**config.mk**
```make
export PLATFORM = sky130hd
export DESIGN_NAME = prog_loader
export DESIGN_NICKNAME = d
export VERILOG_FILES = /design/src/rtl/prog_loader.sv
export SDC_FILE = /design/constraint.sdc
export NUM_CORES = 1
export LEC_CHECK = 0
export CAP_MARGIN = 20
export CORE_ASPECT_RATIO = 0.6
export CORE_UTILIZATION = 55
export DETAILED_ROUTE_END_ITERATION = 12
export MAX_ROUTING_LAYER = met4
export PLACE_DENSITY = 0.85
export RECOVER_POWER = 25
export SYNTH_ARGS = -nofsm -noshare
export SYNTH_HDL_FRONTEND = slang
export SYNTH_SLANG_ARGS = --single-unit
```
**constraint.sdc**
```tcl
create_clock -name clk -period 2.33 [get_ports clk]
set_input_delay 0.233 -clock clk [delete_from_list [all_inputs] [get_ports clk]]
set_output_delay 0.233 -clock clk [all_outputs]
set_load 0.05 [all_outputs]
```
**src/rtl/prog_loader.sv**
```systemverilog
// Boot-time program loader: parses a SYNC/count/payload byte stream into 19-bit memory writes.
// Optional trailing XOR checksum byte when LOADER_CSUM_EN is defined.
module prog_loader #(
    parameter int unsigned DATA_W    = 19,
    parameter int unsigned ADDR_W    = 8,
    parameter int unsigned MEM_DEPTH = 256,
    parameter logic [7:0]  SYNC_BYTE = 8'hA5
) (
    input  logic              clk,
    input  logic              reset,
    input  logic [7:0]        in_data,
    input  logic              in_valid,
    output logic              in_ready,
    input  logic              start,
    output logic              mem_we,
    output logic [ADDR_W-1:0] mem_addr,
    output logic [DATA_W-1:0] mem_wdata,
    output logic              cpu_hold,
    output logic              done,
    output logic              error
);

`ifdef LOADER_CSUM_EN
    typedef enum logic [3:0] {
        S_IDLE, S_CNT_HI, S_CNT_LO, S_W0, S_W1, S_W2, S_CSUM, S_DONE, S_ERR
    } state_t;
    localparam state_t S_END = S_CSUM;
`else
    typedef enum logic [3:0] {
        S_IDLE, S_CNT_HI, S_CNT_LO, S_W0, S_W1, S_W2, S_DONE, S_ERR
    } state_t;
    localparam state_t S_END = S_DONE;
`endif

    state_t      state, state_nx;
    logic        xfer;
    logic [7:0]  cnt_hi;
    logic [15:0] count;
    logic [15:0] cnt_full;
    logic [15:0] idx;
    logic [2:0]  b0;
    logic [7:0]  b1;
    logic        last_word;
`ifdef LOADER_CSUM_EN
    logic [7:0]  csum;
`endif

    assign xfer      = in_valid & in_ready;
    assign cnt_full  = {cnt_hi, in_data};
    assign last_word = (idx + 16'd1 == count);

    always_ff @(posedge clk) begin
        if (reset) state <= S_IDLE;
        else       state <= state_nx;
    end

    always_comb begin
        state_nx = state;
        case (state)
            S_IDLE:   if (xfer && in_data == SYNC_BYTE) state_nx = S_CNT_HI;
            S_CNT_HI: if (xfer) state_nx = S_CNT_LO;
            S_CNT_LO: if (xfer) begin
                if (cnt_full > 16'(MEM_DEPTH)) state_nx = S_ERR;
                else if (cnt_full == '0)      state_nx = S_END;
                else                          state_nx = S_W0;
            end
            S_W0:     if (xfer) state_nx = (in_data[7:3] != '0) ? S_ERR : S_W1;
            S_W1:     if (xfer) state_nx = S_W2;
            S_W2:     if (xfer) state_nx = last_word ? S_END : S_W0;
`ifdef LOADER_CSUM_EN
            S_CSUM:   if (xfer) state_nx = (in_data == csum) ? S_DONE : S_ERR;
`endif
            S_DONE:   if (start) state_nx = S_IDLE;
            S_ERR:    if (start) state_nx = S_IDLE;
            default:  state_nx = S_IDLE;
        endcase
    end

    always_comb begin
        in_ready = (state != S_DONE) && (state != S_ERR);
        done     = (state == S_DONE);
        error    = (state == S_ERR);
        cpu_hold = (state != S_DONE);
    end

    // Word write is registered off the third byte, so it lands one cycle after W2 accept.
    always_ff @(posedge clk) begin
        if (reset) begin
            mem_we    <= 1'b0;
            mem_addr  <= '0;
            mem_wdata <= '0;
            cnt_hi    <= '0;
            count     <= '0;
            idx       <= '0;
            b0        <= '0;
            b1        <= '0;
        end else begin
            mem_we <= 1'b0;
            if (xfer) begin
                case (state)
                    S_IDLE:   idx <= '0;
                    S_CNT_HI: cnt_hi <= in_data;
                    S_CNT_LO: count <= cnt_full;
                    S_W0:     b0 <= in_data[2:0];
                    S_W1:     b1 <= in_data;
                    S_W2: begin
                        mem_we    <= 1'b1;
                        mem_addr  <= idx[ADDR_W-1:0];
                        mem_wdata <= DATA_W'({b0, b1, in_data});
                        idx       <= idx + 16'd1;
                    end
                    default: ;
                endcase
            end
        end
    end

`ifdef LOADER_CSUM_EN
    always_ff @(posedge clk) begin
        if (reset) begin
            csum <= '0;
        end else if (xfer) begin
            if (state == S_IDLE)
                csum <= '0;
            else if (state == S_CNT_HI || state == S_CNT_LO || state == S_W0 ||
                     state == S_W1 || state == S_W2)
                csum <= csum ^ in_data;
        end
    end
`endif

endmodule

```
==> reports/metrics.cfg <==
[min_path]
min_path_type = input pin to flip-flop

[sta]
finalCritPeriodShare = 0.940
setup_viol = 0
max_freq_mhz = 457
finalHoldViolCount = 0
slew-limit-headroom = 0.549
skew_ps = 9.91
timing.final.ws_setup_ps = 141
worst_pin_slew_ps = 676
slew_viol_final = 0
fin_tns_setup_ps = 0
period_needed_ps = 2190

[final_layout]
design_area_um2 = 4520
final_net_count = 536
mostFrequentLayoutCell = nand2_1
post-route-util = 0.717
fillers = 517
syn2layout_area_growth_pct = 22.3
antennaDiodeCount = 0
drive_above_1_share = 0.104
final_cell_mix = nand2_1, dfxtp_1, a21oi_1

[worst_setup_path]
worst-path-max-fanout = 8
crit_chain = nand2_1, or4_4, a211o_1, a221oi_2, nand4_1, a21o_1
crit_slowest_cell = or4_4
required_ps = 2580
criticalPathCategory = flip-flop to flip-flop
end_kind = flip-flop
cpPeakStageDelay_ps = 480
critPathArrivalTime_ps = 2440
worst_setup_path_start_kind = flip-flop

[pwr]
p_leak_nw = 1.54
clkPwrFrac = 0.393
p_switching_w = 0.000527
power_frac_seq = 0.576
powerDensity_nw_per_um2 = 537
p_int_w = 0.00190
combPwrFrac = 0.031
p_sw_frac = 0.217
ir_drop_v = 0.000464
post-layout-total-power_w = 0.00243

[placement]
io_buffer_count = 43
dp_hpwl_um = 7090
placed_area_um2 = 4320
dp_slack_ps = 126
globalplace.congestion = 0.969

[die]
fp.coreArea_um2 = 6300
ios = 44
die-area_um2 = 7060
die_h_um = 65.5
rows = 22
die_w_um = 108
start_util = 0.586

[drt]
routed_wl_um = 9820
drt_iter0_markers = 319
wl_per_cell_um = 16.1
vias = 3515
drtAntennaViolNets = 0
drc = 0
via_per_inst = 5.74
dr.pass1.iters = 5

[outcome]
status = complete, no violations

[clocking]
clockBufferDepth = 2
cts_sinks = 82
postCtsHoldBufs = 0
clock_latency_ps = 360
cts_buffers = 9
cts_root_buf = clkbuf_8
htreeDepth = 3
tritoncts = built
clkTransAtPathRegs_ps = 80

[yosys]
ys_seq_elements = 82
async_flop_share = 0
ys.flop_type = dfxtp_1
ys_types = 49
yosysTopAreaCellShare = 0.444
yosysWarnings = 0
yosysSeqAreaShare = 0.444
syn_nets = 482
synth-edff-count = 0
synthCells = 469
synth_top_area_cell = dfxtp_1
synth_area_leaders = dfxtp_1, nand2_1, a21oi_1
synth_area_um2 = 3700
syn_avg_cell_area_um2 = 7.88

[global_route]
grt_usage = 0.309
grt_overflow = 0
grt_pass1_wl_um = 15900
grt_max_degree = 69
grt_antenna_before_repair = 0
grt_pass1_vias = 3190

[run]
max_cap_viol_count = 0

==> worst max-delay path, delay by kind of cell, from the launching register on <==
| kind | cells | cell delay, ps |
|---|---|---|
| AOI/OAI and AO/OA | 3 | 770 |
| DFF | 1 | 460 |
| and+or+nand+nor | 3 | 850 |
==> final timing paths <==
kind	startpoint	endpoint	slack, ps	cells after the start
worst min-delay path	reset	idx[4]$_SDFFE_PP0P_	420	5
worst max register to register	idx[1]$_SDFFE_PP0P_	state[0]$_SDFFE_PP0P_	140	6
worst min register to register	b1[5]$_SDFFE_PP0P_	mem_wdata[13]$_SDFFE_PP0P_	450	2
worst max-delay path	idx[1]$_SDFFE_PP0P_	state[0]$_SDFFE_PP0P_	140	6
==> state kept, by name, indices dropped and copies added (netlist names) <==
signal,flops
b0,3
b1,8
cnt_hi,8
count,16
idx,16
mem_addr,8
mem_wdata,19
mem_we,1
state,3
==> routing by layer <==
layer | track usage | routed length, um
met2 | 0.426 | 3940
met4 | 0.0856 | 95
met3 | 0.0962 | 921
met5 | - | 0
met1 | 0.433 | 4870
==> layout make-up <==
type / count / area [um^2] / share of cell area
Timing Repair Buffer: 72 / 647 / 0.143
Tap cell: 84 / 105 / 0.0232
Sequential cell: 82 / 1640 / 0.363
Multi-Input combinational cell: 352 / 1920 / 0.425
Clock buffer: 15 / 176 / 0.0390
Clock inverter: 1 / 7.51 / 0.00166
Inverter: 6 / 22.5 / 0.00498
==> cell usage after synthesis (2+ instances only) <==
library cell  count
nand2_1         127
mux2i_1          13
nand2b_1          3
dfxtp_1          82
and3_1            3
o41ai_1           2
inv_1             5
a31oi_1           4
xor2_1            9
a311oi_1          2
o21ai_0          24
xnor2_1          16
nand3_1          11
o31ai_1           3
o211ai_1          3
buf_2             3
nand3b_1          3
buf_1             2
buf_4             3
nand4_1           6
nor3_1            7
o311ai_0          2
nor4_1            6
or3_2             2
nor2_1           24
a21boi_0          3
nor2b_1           3
clkbuf_1         21
a21oi_1          57
==> stage by stage <==
stage	cells	hold WS (ps)
after floorplan	469	369
after global placement	595	437
after detailed placement	595	450
after CTS	611	397
after global routing	612	437
final	612	419
==> power by group through the flow <==
stage | Clock [W] | Sequential, W | Combinational [W]
final | 0.000955 | 0.00140 | 0.0000752
after global routing | 0.00104 | 0.00140 | 0.0000793
after CTS | 0.000972 | 0.00140 | 0.0000738
after detailed placement | 0 | 0.00143 | 0.0000737
after global placement | 0 | 0.00143 | 0.0000728
after floorplan | 0 | 0.00143 | 0.0000272
==> timing repair <==
| item | CTS | global route |
|---|---|---|
| resized for setup | 0 | 2 |
| buffers inserted | 0 | 1 |
| setup endpoints to repair | 0 | 2 |
==> kinds of logic (layout without fill, tap and decap cells) <==
group / Yosys count / after routing / synth area share
AND/OR/NAND/NOR: 205 / 205 / 0.249
buffers and inverters: 35 / 94 / 0.0396
adder cells (fa/ha/maj): 1 / 1 / 0.00338
AO/OA/AOI/OAI: 108 / 108 / 0.169
flip-flops: 82 / 82 / 0.444
multiplexers: 13 / 13 / 0.0352
XOR/XNOR: 25 / 25 / 0.0592
Note: power is estimated with default switching activity, not from simulation.
